==> src/rtl/alu_pkg.sv <==
// alu_pkg: op codes, FSM states and the multi-cycle decode helper shared by
// the alu_mdu top level and its testbench.
// Optional feature macro: ALU_MDU_DIV_EN (enables the divide op codes).
package alu_pkg;

    localparam logic [3:0] OP_AND   = 4'b0000;
    localparam logic [3:0] OP_OR    = 4'b0001;
    localparam logic [3:0] OP_ADD   = 4'b0010;
    localparam logic [3:0] OP_SUB   = 4'b0110;
    localparam logic [3:0] OP_SLT   = 4'b0111;
    localparam logic [3:0] OP_XNOR  = 4'b1100;
    localparam logic [3:0] OP_MULTU = 4'b1000;
    localparam logic [3:0] OP_MULT  = 4'b1001;
    localparam logic [3:0] OP_DIVU  = 4'b1010;
    localparam logic [3:0] OP_DIV   = 4'b1011;

    typedef enum logic [1:0] {
        IDLE = 2'd0,
        RUN  = 2'd1,
        FIX  = 2'd2
    } state_e;

    // Multiply always iterates; divide only exists when the divider is built in.
    function automatic logic isMultiCycle(input logic [3:0] op);
`ifdef ALU_MDU_DIV_EN
        return (op == OP_MULTU) || (op == OP_MULT) || (op == OP_DIVU) || (op == OP_DIV);
`else
        return (op == OP_MULTU) || (op == OP_MULT);
`endif
    endfunction

endpackage

==> src/rtl/mdu_core.sv <==
// mdu_core: unsigned iterative datapath. One step per cycle: shift-add
// multiply (acc:low shifts right) or restoring divide (acc:low shifts left).
// After WIDTH steps hiOut/loOut hold product high/low or remainder/quotient.
module mdu_core #(
    parameter int WIDTH = 32
) (
    input  logic             clk,
    input  logic             rst_n,
    input  logic             load,
    input  logic             step,
    input  logic             isDiv,
    input  logic [WIDTH-1:0] opA,
    input  logic [WIDTH-1:0] opB,
    output logic [WIDTH-1:0] hiOut,
    output logic [WIDTH-1:0] loOut
);

    logic [WIDTH-1:0] acc_q, acc_d;
    logic [WIDTH-1:0] low_q, low_d;
    logic [WIDTH-1:0] operand_q, operand_d;
    logic [WIDTH:0]   sum;
    logic [WIDTH:0]   shifted;
    logic [WIDTH:0]   diff;

    // Next-state of the iteration registers: load operands, or take one step.
    always_comb begin
        acc_d     = acc_q;
        low_d     = low_q;
        operand_d = operand_q;
        sum       = {1'b0, acc_q} + (low_q[0] ? {1'b0, operand_q} : '0);
        shifted   = {acc_q, low_q[WIDTH-1]};
        diff      = shifted - {1'b0, operand_q};
        if (load) begin
            acc_d     = '0;
            low_d     = opA;
            operand_d = opB;
        end else if (step) begin
            if (isDiv) begin
                if (!diff[WIDTH]) begin
                    acc_d = diff[WIDTH-1:0];
                    low_d = {low_q[WIDTH-2:0], 1'b1};
                end else begin
                    acc_d = shifted[WIDTH-1:0];
                    low_d = {low_q[WIDTH-2:0], 1'b0};
                end
            end else begin
                acc_d = sum[WIDTH:1];
                low_d = {sum[0], low_q[WIDTH-1:1]};
            end
        end
    end

    // Iteration register bank.
    always_ff @(posedge clk or negedge rst_n) begin
        if (!rst_n) begin
            acc_q     <= '0;
            low_q     <= '0;
            operand_q <= '0;
        end else begin
            acc_q     <= acc_d;
            low_q     <= low_d;
            operand_q <= operand_d;
        end
    end

    assign hiOut = acc_q;
    assign loOut = low_q;

endmodule

==> src/rtl/alu_mdu.sv <==
// alu_mdu: registered single-cycle ALU plus iterative multiply/divide unit
// with HI/LO registers and a start/busy/done handshake.
// Optional feature macro: ALU_MDU_DIV_EN (divider datapath, ops 1010/1011,
// div_by_zero flag). Without it, those op codes act as undefined op codes.
module alu_mdu
    import alu_pkg::*;
#(
    parameter int WIDTH = 32
) (
    input  logic             clk,
    input  logic             rst_n,
    input  logic             start,
    input  logic [3:0]       op,
    input  logic [WIDTH-1:0] a,
    input  logic [WIDTH-1:0] b,
    output logic [WIDTH-1:0] result,
    output logic [WIDTH-1:0] hi,
    output logic [WIDTH-1:0] lo,
    output logic             zero,
    output logic             carry_out,
    output logic             overflow,
    output logic             div_by_zero,
    output logic             busy,
    output logic             done
);

    localparam int CW = $clog2(WIDTH + 1);

    state_e           state_q, state_d;
    logic [CW-1:0]    count_q, count_d;
    logic             negLo_q, negLo_d;
    logic [WIDTH-1:0] result_q, result_d;
    logic [WIDTH-1:0] hi_q, hi_d;
    logic [WIDTH-1:0] lo_q, lo_d;
    logic             zero_q, zero_d;
    logic             carry_q, carry_d;
    logic             ovf_q, ovf_d;
    logic             done_q, done_d;
`ifdef ALU_MDU_DIV_EN
    logic             isDiv_q, isDiv_d;
    logic             negHi_q, negHi_d;
    logic             bZero_q, bZero_d;
    logic [WIDTH-1:0] aSave_q, aSave_d;
    logic             dbz_q, dbz_d;
`endif

    logic             coreLoad;
    logic             coreStep;
    logic             coreIsDiv;
    logic             signedOp;
    logic [WIDTH-1:0] magA, magB;
    logic [WIDTH-1:0] coreHi, coreLo;
    logic [WIDTH:0]   addSum, subDiff;
    logic             addOvf, subOvf;
    logic [2*WIDTH-1:0] prod, prodNeg;

    assign signedOp = (op == OP_MULT) || (op == OP_DIV);
    assign magA     = (signedOp && a[WIDTH-1]) ? -a : a;
    assign magB     = (signedOp && b[WIDTH-1]) ? -b : b;
    assign addSum   = {1'b0, a} + {1'b0, b};
    assign subDiff  = {1'b0, a} + {1'b0, ~b} + (WIDTH+1)'(1);
    assign addOvf   = (a[WIDTH-1] == b[WIDTH-1]) && (addSum[WIDTH-1] != a[WIDTH-1]);
    assign subOvf   = (a[WIDTH-1] != b[WIDTH-1]) && (subDiff[WIDTH-1] != a[WIDTH-1]);
    assign prod     = {coreHi, coreLo};
    assign prodNeg  = -prod;
    assign coreStep = (state_q == RUN);
`ifdef ALU_MDU_DIV_EN
    assign coreIsDiv = isDiv_q;
`else
    assign coreIsDiv = 1'b0;
`endif

    mdu_core #(.WIDTH(WIDTH)) u_core (
        .clk   (clk),
        .rst_n (rst_n),
        .load  (coreLoad),
        .step  (coreStep),
        .isDiv (coreIsDiv),
        .opA   (magA),
        .opB   (magB),
        .hiOut (coreHi),
        .loOut (coreLo)
    );

    // FSM next state, single-cycle ALU results and the FIX-stage write-back.
    always_comb begin
        state_d  = state_q;
        count_d  = count_q;
        negLo_d  = negLo_q;
        result_d = result_q;
        hi_d     = hi_q;
        lo_d     = lo_q;
        carry_d  = carry_q;
        ovf_d    = ovf_q;
        done_d   = 1'b0;
        coreLoad = 1'b0;
`ifdef ALU_MDU_DIV_EN
        isDiv_d  = isDiv_q;
        negHi_d  = negHi_q;
        bZero_d  = bZero_q;
        aSave_d  = aSave_q;
        dbz_d    = dbz_q;
`endif
        case (state_q)
            IDLE: begin
                if (start) begin
                    if (isMultiCycle(op)) begin
                        state_d  = RUN;
                        count_d  = CW'(WIDTH);
                        coreLoad = 1'b1;
                        negLo_d  = signedOp && (a[WIDTH-1] ^ b[WIDTH-1]);
`ifdef ALU_MDU_DIV_EN
                        isDiv_d  = (op == OP_DIVU) || (op == OP_DIV);
                        negHi_d  = signedOp && a[WIDTH-1];
                        bZero_d  = (b == '0);
                        aSave_d  = a;
`endif
                    end else begin
                        done_d  = 1'b1;
                        carry_d = 1'b0;
                        ovf_d   = 1'b0;
                        case (op)
                            OP_AND:  result_d = a & b;
                            OP_OR:   result_d = a | b;
                            OP_XNOR: result_d = ~(a ^ b);
                            OP_ADD: begin
                                result_d = addSum[WIDTH-1:0];
                                carry_d  = addSum[WIDTH];
                                ovf_d    = addOvf;
                            end
                            OP_SUB: begin
                                result_d = subDiff[WIDTH-1:0];
                                carry_d  = ~subDiff[WIDTH];
                                ovf_d    = subOvf;
                            end
                            OP_SLT:  result_d = {{(WIDTH-1){1'b0}}, subDiff[WIDTH-1] ^ subOvf};
                            default: result_d = '0;
                        endcase
                    end
                end
            end
            RUN: begin
                count_d = count_q - CW'(1);
                if (count_q == CW'(1)) begin
                    state_d = FIX;
                end
            end
            FIX: begin
                state_d = IDLE;
                done_d  = 1'b1;
                carry_d = 1'b0;
                ovf_d   = 1'b0;
`ifdef ALU_MDU_DIV_EN
                if (isDiv_q) begin
                    if (bZero_q) begin
                        lo_d  = '1;
                        hi_d  = aSave_q;
                        dbz_d = 1'b1;
                    end else begin
                        lo_d  = negLo_q ? -coreLo : coreLo;
                        hi_d  = negHi_q ? -coreHi : coreHi;
                        dbz_d = 1'b0;
                    end
                end else
`endif
                begin
                    {hi_d, lo_d} = negLo_q ? prodNeg : prod;
                end
                result_d = lo_d;
            end
            default: state_d = IDLE;
        endcase
        zero_d = (result_d == '0);
    end

    // Control and output register bank; reset aborts any operation in flight.
    always_ff @(posedge clk or negedge rst_n) begin
        if (!rst_n) begin
            state_q  <= IDLE;
            count_q  <= '0;
            negLo_q  <= 1'b0;
            result_q <= '0;
            hi_q     <= '0;
            lo_q     <= '0;
            zero_q   <= 1'b1;
            carry_q  <= 1'b0;
            ovf_q    <= 1'b0;
            done_q   <= 1'b0;
        end else begin
            state_q  <= state_d;
            count_q  <= count_d;
            negLo_q  <= negLo_d;
            result_q <= result_d;
            hi_q     <= hi_d;
            lo_q     <= lo_d;
            zero_q   <= zero_d;
            carry_q  <= carry_d;
            ovf_q    <= ovf_d;
            done_q   <= done_d;
        end
    end

`ifdef ALU_MDU_DIV_EN
    // Divide-only context captured at acceptance, plus the sticky divide flag.
    always_ff @(posedge clk or negedge rst_n) begin
        if (!rst_n) begin
            isDiv_q <= 1'b0;
            negHi_q <= 1'b0;
            bZero_q <= 1'b0;
            aSave_q <= '0;
            dbz_q   <= 1'b0;
        end else begin
            isDiv_q <= isDiv_d;
            negHi_q <= negHi_d;
            bZero_q <= bZero_d;
            aSave_q <= aSave_d;
            dbz_q   <= dbz_d;
        end
    end
    assign div_by_zero = dbz_q;
`else
    assign div_by_zero = 1'b0;
`endif

    assign result    = result_q;
    assign hi        = hi_q;
    assign lo        = lo_q;
    assign zero      = zero_q;
    assign carry_out = carry_q;
    assign overflow  = ovf_q;
    assign busy      = (state_q != IDLE);
    assign done      = done_q;

endmodule

==> config.mk <==
export PLATFORM = sky130hd
export DESIGN_NAME = alu_mdu
export DESIGN_NICKNAME = d
export VERILOG_FILES = /design/src/rtl/alu_pkg.sv /design/src/rtl/mdu_core.sv /design/src/rtl/alu_mdu.sv
export SDC_FILE = /design/constraint.sdc
export NUM_CORES = 1
export LEC_CHECK = 0
export CAP_MARGIN = 5
export CELL_PAD_IN_SITES_DETAIL_PLACEMENT = 0
export CELL_PAD_IN_SITES_GLOBAL_PLACEMENT = 2
export CORE_AREA = 2 2 225 227
export CTS_BUF_LIST = sky130_fd_sc_hd__clkbuf_2
export DETAILED_ROUTE_END_ITERATION = 6
export DIE_AREA = 0 0 227 229
export HOLD_SLACK_MARGIN = 0.12
export PLACE_DENSITY = 0.83
export RECOVER_POWER = 100
export REMOVE_ABC_BUFFERS = 1
export SLEW_MARGIN = 20
export SYNTH_ARGS = -nofsm -noshare
export SYNTH_HDL_FRONTEND = slang
export SYNTH_SLANG_ARGS = --single-unit
==> constraint.sdc <==
create_clock -name clk -period 4.6 [get_ports clk]
set_clock_uncertainty 0.2 [all_clocks]
set_input_delay 0.92 -clock clk [delete_from_list [all_inputs] [get_ports clk]]
set_output_delay 0.92 -clock clk [all_outputs]
set_load 0.05 [all_outputs]
Word-level counts from Yosys, hierarchy flattened:

Index checks and enable logic that the tools add are counted.

* $add $sub $neg: 8
* equality and inequality tests: 19
* multiplexer cells: 33
* bitwise gates (word level): 8
* reduce and logical (&&, ||, !) cells: 18

Operator list (count)
* 2-to-1 mux 32 bit: 9
* one-hot mux 32 bit (6 select lines): 1
* adder 32 x 32 -> 33 bit: 2
* 2-to-1 mux 64 bit: 1
* negation 32 bit: 2
* negation 64 bit: 1
* NOT 32 bit: 2
* one-hot mux 32 bit (2 select lines): 1
* adder 32 x 33 -> 33 bit: 1
* adder 33 x 1 -> 33 bit, second input constant: 1
* AND 32 bit: 1
* zero test 32 bit: 1
* OR 32 bit: 1
* XOR 32 bit: 1
* equality test 4 bit, second input constant: 4
* 2-to-1 mux 6 bit: 2
* one-hot mux 6 bit (2 select lines): 1
* AND reduction 3 bit: 4
* one-hot mux 1 bit (2 select lines): 5
* 2-to-1 mux 1 bit: 9
* equality test 4 x 3 -> 1 bit, second input constant: 2
* nonzero test 2 bit: 4
* equality test 6 x 1 -> 1 bit, second input constant: 1
* 2-to-1 mux 2 bit: 3
* 16 further kinds: 26

* register bits after elaboration: 205
* bits of input ports: 71
* logic and storage cells: 99

Depth between registers and ports, before layout:

* depth in word-level cells: 11
* mapped depth: 25
* gate-level depth less buffers: 24

Cells and area by module:

From an unflattened synthesis, not the netlist that was laid out.

* cells, all modules: 2697
* area total of the unflattened synthesis: 20868.8 um2

By module, submodules not included
* alu_mdu: instances 1, cells each 1639, area an instance 12438.2 um2, seq. area each 2728.9 um2
* mdu_core: instances 1, cells each 1058, area an instance 8430.6 um2, seq. area each 2402.3 um2

Worst setup path after synthesis:

OpenSTA, ideal clock, no wires.

* path type: input to register
* from: in a[23]
* to: reg zero_q (netlist: zero)
* data arrival time: 5615 ps
* data required time: 4310 ps
* setup slack: -1305 ps
* stages on the path: 23
* path buffers: 1
* cells stage by stage: inv_1 > ha_1 > clkbuf_1 > or3_1 > or4_1 > a211oi_1 > o31ai_1 > a21oi_1 > or2_2 > a21oi_1 > o31ai_1 > fa_1 > nor3b_1 > o21ai_0 > o211ai_1 > o221a_2 > or4_1 > or4_1 > nor4_1 > nand4bb_1 > nor4_2 > nand4bb_1 > nor4_2

* longest elaborated chain between the ends: 10
* elaborated cells on any way between the ends: 15
* classes of those cells: 3 x add/sub; 1 x eq/ne; 4 x mux; 5 x bitwise; 2 x reduce/logical

Ends and longest elaborated chain
* start, declared: RTL line alu_mdu.sv:14 `input logic [WIDTH-1:0] a,`
* adder 32 x 32 -> 33 bit *: RTL line alu_mdu.sv:61 `assign subDiff = {1'b0, a} + {1'b0, ~b} + (WIDTH+1)'(1);`
* adder 33 x 1 -> 33 bit *: RTL line alu_mdu.sv:61
* != test 1 bit: RTL line alu_mdu.sv:63 `assign subOvf = (a[WIDTH-1] != b[WIDTH-1]) && (subDiff[WIDTH-1] != a[WIDTH-1]);`
* logical AND 1 bit: RTL line alu_mdu.sv:63
* XOR 1 bit *: RTL line alu_mdu.sv:136 `OP_SLT: result_d = {{(WIDTH-1){1'b0}}, subDiff[WIDTH-1] ^ subOvf};`
* one-hot mux 32 bit (6 select lines) *: RTL line alu_mdu.sv:122 `case (op)`
* 2-to-1 mux 32 bit *: RTL line alu_mdu.sv:107 `if (isMultiCycle(op)) begin`
* 2-to-1 mux 32 bit *: RTL line alu_mdu.sv:106 `if (start) begin`
* one-hot mux 32 bit (2 select lines) *: RTL line alu_mdu.sv:104 `case (state_q)`
* net result_d[0]: RTL line alu_mdu.sv:32 `logic [WIDTH-1:0] result_q, result_d;`
* zero test 32 bit *: RTL line alu_mdu.sv:173 `zero_d = (result_d == '0);`
* net zero_d: RTL line alu_mdu.sv:35 `logic zero_q, zero_d;`
* end signal, assigned: RTL line alu_mdu.sv:196 `zero_q <= zero_d;`
* end, declared: RTL line alu_mdu.sv:35

The timed path passes the listed nets; every way through them passes the cells marked *.
A chain may end at the register's enable or synchronous reset.

Worst setup path in the final report:

* from: in b[24]
* to: reg zero_q (netlist: zero)

* longest elaborated chain between the ends: 11
* elaborated cells on any way between the ends: 16
* classes of those cells: 3 x add/sub; 1 x eq/ne; 4 x mux; 6 x bitwise; 2 x reduce/logical

Ends and longest elaborated chain
* start, declared: RTL line alu_mdu.sv:15 `input logic [WIDTH-1:0] b,`
* NOT 32 bit *: RTL line alu_mdu.sv:61
* adder 32 x 32 -> 33 bit *: RTL line alu_mdu.sv:61
* adder 33 x 1 -> 33 bit *: RTL line alu_mdu.sv:61
* != test 1 bit: RTL line alu_mdu.sv:63
* logical AND 1 bit: RTL line alu_mdu.sv:63
* XOR 1 bit *: RTL line alu_mdu.sv:136
* one-hot mux 32 bit (6 select lines) *: RTL line alu_mdu.sv:122
* 2-to-1 mux 32 bit *: RTL line alu_mdu.sv:107
* 2-to-1 mux 32 bit *: RTL line alu_mdu.sv:106
* one-hot mux 32 bit (2 select lines) *: RTL line alu_mdu.sv:104
* net result_d[0]: RTL line alu_mdu.sv:32
* zero test 32 bit *: RTL line alu_mdu.sv:173
* net zero_d: RTL line alu_mdu.sv:35

Marked as above.

==> run_results.csv <==
group,metric,value,unit
clocking,cts_sinks,205,
logic_synthesis,synthTopCellsByCount,"235 x nand2_1, 218 x o21ai_0, 204 x dfrtp_1, 150 x a21oi_1, 149 x nor2_1",
logic_synthesis,syn_area,0.0176,sq mm
logic_synthesis,synth_area_leaders,"dfrtp_1 29%, ha_1 9.8%, o21ai_0 6.2%",
placement,dpl_cell_area,0.0232,sq mm
global_route,overflow,0,
critical_path,critPathLaunchType,"primary input",
die,die_w,227,um
logic_synthesis,synth_cells,2175,
timing,slew-limit-headroom,-1.01,
min_path,whs_endpoint,"u_core.operand_q[23]",
clocking,cts_buffer_depth,3,
status,violations,"capacitance limit, slew limit, setup timing",
logic_synthesis,synthArstFlopShare,1.00,
critical_path,path_class,"in2reg",
logic_synthesis,yosysUniqueCellTypes,96,
min_path,worstHoldPathCells,4,
clocking,htreeDepth,2,
logic_synthesis,synthMostInstantiatedCell,"nand2_1",
timing,fin_crit_sh,1.14,
logic_synthesis,synthFlopType,"dfrtp_1",
route,drt_iter0_markers,1735,
die,initial_utilization,0.354,
logic_synthesis,yosysSeqAreaShare,0.292,
global_route,grt_pass1_wl,123,mm
timing,worstMarginPinSlew,3.01,ns
critical_path,ff2ff_path_depth,12,
clocking,ctsRootBufferMaster,"clkbuf_2",
timing,maxSlewViolCount,254,
route,avgViaCountPerCell,5.60,
route,dr_total_vias,19400,
route,routed_wl,84.0,mm
pwr,power_density,423,mW/mm^2
placement,numPortBuffers,171,
cells_and_area,nets,2965,
timing,setup_viol,4,
placement,hpwl,67.7,mm
status,status,"finished, violations left",
min_path,worstHoldStart,"b[23]",
route,first_pass_iters,7,
timing,fin_crit,5.26,ns
pwr,leakage,11.7,nW
cells_and_area,layout-drive-gt1-share,0.246,
cells_and_area,area_delta_synth_final,37.4,%
critical_path,crit_fanout,2,
timing,hold_violations,0,
critical_path,cp.required,5.35,ns
placement,post-place-ws,-2.65,ns
logic_synthesis,syn_avg_cell_area,8.08,sq um
die,die_h,229,um
placement,place.gp.congestion,0.961,
route,drc,0,
critical_path,timing.rr.start,"u_core.loOut[6]",
die,dieArea,0.0520,sq mm
critical_path,crit_path_end_kind,"flip-flop",
clocking,cts_buffers,59,
timing,setup_ws,-0.658,ns
critical_path,cp.arrival,6.01,ns
global_route,grt_pass1_vias,19000,
logic_synthesis,synth.largest_area_cell,"dfrtp_1",
pwr,ir_drop,0.233,mV
logic_synthesis,yosys_warnings,0,
die,io_pins,173,
clocking,clk_pin_slew,0.10,ns
job,drv_cap,4,
die,rows,82,
timing,fmax,0.190,GHz
critical_path,rrSetupSlack,-0.12,ns
logic_synthesis,synth_edf_count,0,
clocking,clock_latency,1.04,ns
global_route,antenna_found_initial,6,
global_route,grt_max_degree,120,
timing,rsz0062_at_grt,"true",
critical_path,rr_endpoint,"zero",
clocking,tritoncts,"done",
route,drtAntennaViolNets,0,
min_path,hp-class,"in2reg",
global_route,grt_use_total,0.318,
logic_synthesis,synth.top_cell.area_share,0.290,
logic_synthesis,synth-seq-cells,205,
die,core,0.0497,sq mm
route,detail_route.wl_per_cell,24.2,um
cells_and_area,postLayoutCellArea,0.0242,sq mm
how the worst max path moves through the flow:
| stage | from | endpoint | slack [ns] | depth (start not counted) |
|---|---|---|---|---|
| finish | b[24] | zero | -0.66 | 24 |
| global route | b[24] | zero | -0.72 | 24 |
| CTS | a[8] | zero | -1.17 | 26 |
| detailed placement | a[11] | zero | -2.65 | 27 |
| global placement | a[11] | zero | -2.44 | 27 |
| floorplan | a[24] | zero | -1.28 | 22 |
cell type report:
type	count	area, sq um
Clock inverter	21	96.3
Timing Repair Buffer	637	5190
Fill cell	5128	25500
Sequential cell	205	5130
Tap cell	672	841
Antenna cell	4	10.0
Inverter	129	494
Clock buffer	82	410
Multi-Input combinational cell	1720	12000
through the flow:
| stage | utilization | TNS (ns) | hold WS, ns | std cells | power [mW] |
|---|---|---|---|---|---|
| CTS | 0.478 | -1.17 | 0.286 | 3454 | 10.3 |
| global route | 0.486 | -6.66 | 0.130 | 3469 | 11.0 |
| global placement | 0.466 | -12.81 | 0.255 | 3350 | 8.78 |
| detailed placement | 0.466 | -12.89 | 0.264 | 3350 | 8.85 |
| finish | 0.487 | -0.763 | 0.219 | 3470 | 10.2 |
| floorplan | - | -1.45 | 0.238 | 2054 | 6.47 |
placed cells by master, fill, tap and decap left out, drive strengths merged, types with 13 or more instances in the layout:
cell / instances
mux2i: 13
nand2b: 14
a21oi: 150
dlymetal6s2s: 29
o21bai: 17
clkinv: 20
a21o: 60
xor2: 65
o211ai: 14
o41ai: 20
nand3: 39
nor2: 149
nand2: 235
nor4: 25
clkbuf: 125
a31oi: 22
dlygate4sd3: 104
o22ai: 20
xnor2: 100
nor2b: 13
nand4: 17
nor3: 31
inv: 130
or3: 22
and2: 45
o21ai: 224
o31ai: 41
ha: 138
or2: 14
buf: 438
dfrtp: 204
clkdlybuf4s50: 23
or4: 17
a22oi: 31
critical path, cell delays in order:
cell,delay [ns]
buf_8,0.10
inv_4,0.06
ha_4,0.20
or3_4,0.40
or4_4,0.58
a211oi_4,0.25
o31ai_4,0.12
a21oi_1,0.14
or2_4,0.13
a21oi_2,0.05
o31ai_2,0.28
fa_2,0.30
nor3b_2,0.06
o21ai_1,0.13
o211ai_1,0.09
o221a_2,0.16
or4_1,0.39
or4_4,0.45
nor4_4,0.24
buf_4,0.17
nand4bb_1,0.16
nor4_2,0.17
nand4bb_1,0.15
nor4_2,0.30
state kept, by name, indices dropped and copies added, names as in the netlist:
register and flops:
carry_out 1, count_q 6, done 1, hi 32
lo 32, negLo_q 1, overflow 1, result 32
state_q 2, u_core.hiOut 32, u_core.loOut 32, u_core.operand_q 32
zero 1
timing repair:
action / 4_1_cts / 5_1_grt
hold endpoints to repair: 114 / 1
setup endpoints to repair: 2 / 5
hold buffers: 1 / 1
gates resized for setup: 9 / 192
buffers inserted: 0 / 11
pin swaps: 2 / 36
power by group:
group          internal, mW  total (mW)  switching, mW
Combinational          2.19        5.68           3.49
Clock                 0.494        1.38          0.885
Sequential             2.46        3.16          0.701
per-layer routing:
metal	GRT usage	vias to the layer above	wire length [um]
li1	-	9044	-
met1	0.461	9538	39300
met2	0.495	680	37200
met3	0.0403	151	5070
met4	0.0878	4	2420
met5	0	-	24
cell families (layout without fill, tap and decap cells):
| group | after synthesis | in the layout | share of synthesized area |
|---|---|---|---|
| other cells | 1 | 5 | 0.000213 |
| compound gates | 741 | 741 | 0.277 |
| xor+xnor | 165 | 165 | 0.0822 |
| simple gates | 654 | 654 | 0.181 |
| flops | 205 | 205 | 0.292 |
| mux | 17 | 17 | 0.00996 |
| buf+inv | 250 | 869 | 0.0546 |
| fa+ha+maj | 142 | 142 | 0.103 |
Power figures use the tool's default switching activity.
